**config.mk**
```make
export PLATFORM = sky130hd
export DESIGN_NAME = uart_pixel_loader
export DESIGN_NICKNAME = d
export VERILOG_FILES = /design/src/rtl/uart_pixel_loader.sv
export SDC_FILE = /design/constraint.sdc
export NUM_CORES = 1
export LEC_CHECK = 0
export ABC_CLOCK_PERIOD_IN_PS = 2700
export CORE_MARGIN = 3
export CORE_UTILIZATION = 57
export DETAILED_ROUTE_END_ITERATION = 8
export HOLD_SLACK_MARGIN = 0.1
export MAX_ROUTING_LAYER = met4
export PLACE_DENSITY = 0.8
export SLEW_MARGIN = 10
export SYNTH_ARGS = -nofsm -noshare
export SYNTH_HDL_FRONTEND = slang
export SYNTH_SLANG_ARGS = --single-unit
```
**constraint.sdc**
```tcl
create_clock -name clk -period 2.7 [get_ports clk]
set_input_delay 0.54 -clock clk [delete_from_list [all_inputs] [get_ports clk]]
set_output_delay 0.54 -clock clk [all_outputs]
set_load 0.02 [all_outputs]
```
**src/rtl/uart_pixel_loader.sv**
```systemverilog
// 8N1 UART receiver that writes each good byte as one pixel into the image BRAM.
// It pulses frame_done on the write to the last pixel address, then wraps to address 0.
module uart_pixel_loader #(
    parameter int CLKS_PER_BIT = 868,
    parameter int PIXELS       = 65536,
    parameter int ADDR_W       = 16
) (
    input  logic              clk,
    input  logic              rst,
    input  logic              rxd,
    output logic              wea,
    output logic [ADDR_W-1:0] addra,
    output logic [7:0]        dina,
    output logic              frame_done,
    output logic              frame_err,
    output logic              busy
);
    localparam int TW = $clog2(CLKS_PER_BIT);
    localparam logic [TW-1:0]     BIT_LAST  = TW'(CLKS_PER_BIT - 1);
    localparam logic [TW-1:0]     HALF_LAST = TW'(CLKS_PER_BIT / 2 - 1);
    localparam logic [ADDR_W-1:0] PIX_LAST  = ADDR_W'(PIXELS - 1);

    typedef enum logic [2:0] {IDLE, START, DATA, STOP, WAIT_IDLE} state_t;

    state_t            state_q, state_d;
    logic [1:0]        sync_q, sync_d;
    logic [TW-1:0]     timer_q, timer_d;
    logic [2:0]        idx_q, idx_d;
    logic [7:0]        shift_q, shift_d;
    logic [ADDR_W-1:0] cnt_q, cnt_d;
    logic              wea_q, wea_d;
    logic [ADDR_W-1:0] addra_q, addra_d;
    logic [7:0]        dina_q, dina_d;
    logic              done_q, done_d;
    logic              err_q, err_d;
    logic              rx_s;

    assign rx_s = sync_q[1];

    always_comb begin
        state_d = state_q;
        sync_d  = {sync_q[0], rxd};
        timer_d = timer_q;
        idx_d   = idx_q;
        shift_d = shift_q;
        cnt_d   = cnt_q;
        wea_d   = 1'b0;
        addra_d = addra_q;
        dina_d  = dina_q;
        done_d  = 1'b0;
        err_d   = err_q;
        case (state_q)
            IDLE: begin
                if (!rx_s) begin
                    timer_d = '0;
                    state_d = START;
                end
            end
            START: begin
                // Re-check the line at mid start bit so short glitches are dropped.
                if (timer_q == HALF_LAST) begin
                    timer_d = '0;
                    if (!rx_s) begin
                        idx_d   = '0;
                        state_d = DATA;
                    end else begin
                        state_d = IDLE;
                    end
                end else begin
                    timer_d = timer_q + 1'b1;
                end
            end
            DATA: begin
                if (timer_q == BIT_LAST) begin
                    timer_d = '0;
                    shift_d = {rx_s, shift_q[7:1]};
                    if (idx_q == 3'd7) state_d = STOP;
                    else               idx_d   = idx_q + 3'd1;
                end else begin
                    timer_d = timer_q + 1'b1;
                end
            end
            STOP: begin
                if (timer_q == BIT_LAST) begin
                    timer_d = '0;
                    if (rx_s) begin
                        wea_d   = 1'b1;
                        addra_d = cnt_q;
                        dina_d  = shift_q;
                        done_d  = (cnt_q == PIX_LAST);
                        cnt_d   = (cnt_q == PIX_LAST) ? '0 : cnt_q + 1'b1;
                        state_d = IDLE;
                    end else begin
                        err_d   = 1'b1;
                        state_d = WAIT_IDLE;
                    end
                end else begin
                    timer_d = timer_q + 1'b1;
                end
            end
            WAIT_IDLE: begin
                // Hold off until the line is released so a break is not decoded as bytes.
                if (rx_s) state_d = IDLE;
            end
            default: state_d = IDLE;
        endcase
    end

    always_ff @(posedge clk) begin
        if (!rst) begin
            state_q <= IDLE;
            sync_q  <= 2'b11;
            timer_q <= '0;
            idx_q   <= '0;
            shift_q <= '0;
            cnt_q   <= '0;
            wea_q   <= 1'b0;
            addra_q <= '0;
            dina_q  <= '0;
            done_q  <= 1'b0;
            err_q   <= 1'b0;
        end else begin
            state_q <= state_d;
            sync_q  <= sync_d;
            timer_q <= timer_d;
            idx_q   <= idx_d;
            shift_q <= shift_d;
            cnt_q   <= cnt_d;
            wea_q   <= wea_d;
            addra_q <= addra_d;
            dina_q  <= dina_d;
            done_q  <= done_d;
            err_q   <= err_d;
        end
    end

    assign wea        = wea_q;
    assign addra      = addra_q;
    assign dina       = dina_q;
    assign frame_done = done_q;
    assign frame_err  = err_q;
    assign busy       = (state_q != IDLE);
endmodule

```
* Yosys cells after proc, flatten, opt, wreduce, memory -nomap -nowiden
Cells that the tools add are included.
W data, S select, Z words.
** Word-level totals
- Bits in registers :: 69
- Bits in latches :: 0
- Memory bits (writable) :: 0
- ROM bits :: 0
- Input port bits :: 3
- Output and inout bits :: 28
- Word-level logic and storage cells :: 64
- Memories :: 0
** Cells by class
- $add $sub $neg :: 3
- Multipliers :: 0
- Div/mod/pow operators :: 0
- Order comparisons :: 0
- Equal/unequal tests :: 16
- Shift operators :: 0
- Multiplexer cells :: 20
- Bitwise operators :: 1
- Reductions and logical operators :: 13
** Operators with widths (count)
- $mux W3 :: 11
- $mux W10 :: 3
- $pmux W10 S3 :: 1
- $add A16 B1 Y16 const B :: 1
- $eq A16 B16 Y1 const B :: 1
- $mux W16 :: 1
- $ne A2 B2 Y1 const B :: 8
- $pmux W3 S5 :: 1
- $add A10 B1 Y10 const B :: 1
- $eq A10 B10 Y1 const B :: 1
- $eq A10 B9 Y1 const B :: 1
- $reduce_and A3 Y1 :: 3
- $eq A3 B2 Y1 const B :: 2
- $eq A3 B3 Y1 const B :: 2
- $pmux W3 S2 :: 1
- $reduce_and A6 Y1 :: 1
- $reduce_bool A3 Y1 :: 2
- $reduce_and A5 Y1 :: 1
- $reduce_and A2 Y1 :: 2
- $reduce_and A4 Y1 :: 1
- $add A3 B1 Y3 const B :: 1
- $eq A3 B1 Y1 const B :: 1
- $logic_not A3 Y1 :: 1
- $mux W2 :: 1
- 4 further kinds :: 4

* Longest topological paths before layout
Gate-level depths: netlist (run 1).
- Depth after elaboration :: 4
- Gate-level depth with buffers :: 8
- Gate-level depth less buffers :: 6

* Worst setup path after synthesis (run 1)
No wires, ideal clock.
- Path type :: flip-flop to flip-flop
- Start point :: register timer_q[0]
- End point :: register cnt_q[11]
- Setup time :: 0.141 ns
- Arrival :: 1.846 ns
- Data required time :: 2.559 ns
- Setup slack :: 0.714 ns
- Cell stages (with the launch flop) :: 8
- Path buffers :: 2
- Period minus slack after synthesis :: 1.986 ns
- Cell sequence :: dfxtp_1 -> ha_1 -> and4b_1 -> clkbuf_1 -> nand3_1 -> clkbuf_1 -> o41ai_1 -> a21oi_1
** On the way
- Word-level cells in the longest chain between the ends :: 2
** Ends and longest elaborated chain
- from (decl) :: line 27 : logic [TW-1:0] timer_q, timer_d;
- from (signal assigned) :: line 125 : timer_q <= timer_d;
- $eq A10 B10 Y1 :: line 84 : if (timer_q == BIT_LAST) begin
- $reduce_and A3 Y1 (no source line)
- to (signal assigned) :: line 128 : cnt_q <= cnt_d;
- to (decl) :: line 30 : logic [ADDR_W-1:0] cnt_q, cnt_d;
No other way between the ends.
A chain may end at the register's enable or synchronous reset.

* Worst setup path in the final report (run 1)
Ends and elaborated chain as after synthesis.

==> flow_summary.toml, run 1 <==
[status]
outcome = "complete, no violations"

[sta]
period_needed_ps = 2320
setup_tns_ps = 0
worst_slew_pin_slew_ps = 600
setup_slack_ps = 378
timing.final.crit_share = 0.860
rsz0062_at_grt = "false"
drv_slew = 0
maxSlewHeadroom = 0.598
finalSetupViolations = 0
fin_skew_ps = 6.10
fmax_mhz = 431
finalHoldViolCount = 0

[global_routing]
antenna_found_initial = 0
grt_pass1_vias = 2631
grtUsageTotal = 0.245
grt_max_degree = 29
grt_pass1_wl_um = 12300
grt-ovfl-total = 0

[clock_network]
insertion_delay_ps = 340
cts_tree = "done"
post_cts_buffers = 0
ctsRootBufferMaster = "clkbuf_8"
cts_resized = 0
cts_inserted_buffers = 9
hold_buffers = 0
clockBufferDepth = 2
clkTransAtPathRegs_ps = 70
clkSinkCount = 69
cts-htree-levels = 3

[critical_path]
critPathCaptureType = "register"
crit_arrival_ps = 2520
cp_max_fo = 13
worstSetupPathType = "register to register"
startpoint_type = "register"
required_ps = 2900

[synthesis]
synth_edf_count = 0
synth_seq_area_share = 0.430
synth_area_leaders = "dfxtp_1 (43%), nand2_1 (8.9%), a21oi_1 (6.5%)"
ys.flop_type = "dfxtp_1"
yosysMostFrequentCell = "nand2_1"
synthArstFlopShare = 0
ys_types = 47
ys_top_cells_by_count = "nand2_1 (76), dfxtp_1 (69), a21oi_1 (42)"
synth-warning-count = 0
synth_top_cell_area_share = 0.430
synth_nets = 401
synth_area_per_cell_um2 = 8.17
syn_inst = 393
ys_ff_latch = 69
netlist_area_mm2 = 0.00321
synth_top_area_cell = "dfxtp_1"

[placed_design]
dp_slack_ps = 388
port_buffers = 30
place_congestion = 0.910
dp_hpwl_um = 4770

[floorplan]
ioPinCount = 31
fp.dieArea_mm2 = 0.00657
die_y_um = 81.0
start_util = 0.609
rows = 26
die_x_um = 81.0
core_mm2 = 0.00527

[power_and_ir_drop]
powerDensity_mw_per_mm2 = 534
leakagePower_nw = 1.19
ir_drop_mv = 0.445
totalPowerFinal_mw = 2.01

[final_layout]
nets = 422
diodes = 0
drive_gt1_frac = 0.0692
area_growth_pct = 17.4

[routing]
dr.pass1.iters = 6
drc_errors = 0
wl_per_cell_um = 14.7
vias = 2978
ant_nets = 0
dr.first_iter.drc_count = 241
drt-total-wl_um = 7200
vias_per_cell = 6.09

[min_path]
hp-class = "register to register"

[run]
drv_cap = 0
stage by stage:
step | std cells | hold WS [ps] | area, um^2 | utilization
4_1_cts | 489 | 413 | 3770 | 0.715
2_1_floorplan | 393 | 386 | 3210 | -
6_report | 489 | 412 | 3770 | 0.715
5_1_grt | 489 | 423 | 3770 | 0.715
3_3_place_gp | 473 | 388 | 3540 | 0.672
3_5_place_dp | 473 | 395 | 3540 | 0.672
sequential cells by signal, summed over array words and instances, names as in the netlist, 2 cells and up:
register	count
timer_q	10
sync_q	2
dina	8
shift_q	8
addra	16
state_q	3
idx_q	3
cnt_q	16
cells by family (layout without fill, tap and decap cells):
family                     count (synthesis)  after routing  synth area share
buffers and inverters                     36             62            0.0460
muxes                                     11             11            0.0343
adders and majority gates                  5              5            0.0195
DFF                                       69             69             0.430
and+or+nand+nor                          186            186             0.303
AOI/OAI and AO/OA                         86             86             0.166
cells in the final DEF, fill, tap and decap left out, types with 8 or more instances in the layout:
cell type	netlist	final
nand2b_1	8	8
buf_4	0	9
a31oi_1	10	10
mux2i_1	11	11
nand2_1	76	76
dfxtp_1	69	69
clkdlybuf4s50_1	0	30
clkbuf_8	0	10
nor2_1	16	16
nor4_1	9	9
nand3_1	12	12
nand4_1	18	18
a21oi_1	42	42
per-layer routing:
| layer | vias up | share of wire | wire, um | track usage |
|---|---|---|---|---|
| met5 | - | 0 | 0 | - |
| met1 | 1382 | 0.49 | 3510 | 0.335 |
| met3 | 14 | 0.056 | 405 | 0.0710 |
| met4 | 0 | 0.014 | 104 | 0.0693 |
| li1 | 1480 | - | - | - |
| met2 | 102 | 0.44 | 3180 | 0.353 |
area by class of cell:
class                   count  area, um^2
clock buffers              10         138
clock inverters             6        86.3
multi-input cells         288        1680
well taps                  70        87.6
flip-flops and latches     69        1380
fillers                   462        1500
inverters                   7        26.3
repair buffers             39         368
worst paths after layout:
check / startpoint / endpoint / slack, ps / cells past startpoint
worst max-delay path: timer_q[0] / cnt_q[11] / 380 / 5
worst min-delay path: sync_q[0] / sync_q[1] / 410 / 1
worst max register to register: timer_q[0] / cnt_q[11] / 380 / 5
worst min register to register: sync_q[0] / sync_q[1] / 410 / 1
worst max-delay path: stages (launching register included):
cell     delay [ps]
dfxtp_1         420
ha_1            250
and4b_1         370
nand3_1         400
o41ai_1         670
a21oi_1          80
report_power, final:
part	switching, mW	internal (mW)	leakage, nW
logic	0.0330	0.0146	0.520
clock network	0.394	0.543	0.112
registers	0.00513	1.02	0.556
total	0.432	1.58	1.19
(Power assumes the default switching activity.)
==> run 2: changes to the inputs <==
Settings changed: SKIP_CTS_REPAIR_TIMING set to 1.
==> results of run 2 <==
Final layout, timing and power as in run 1 (identical DEF).
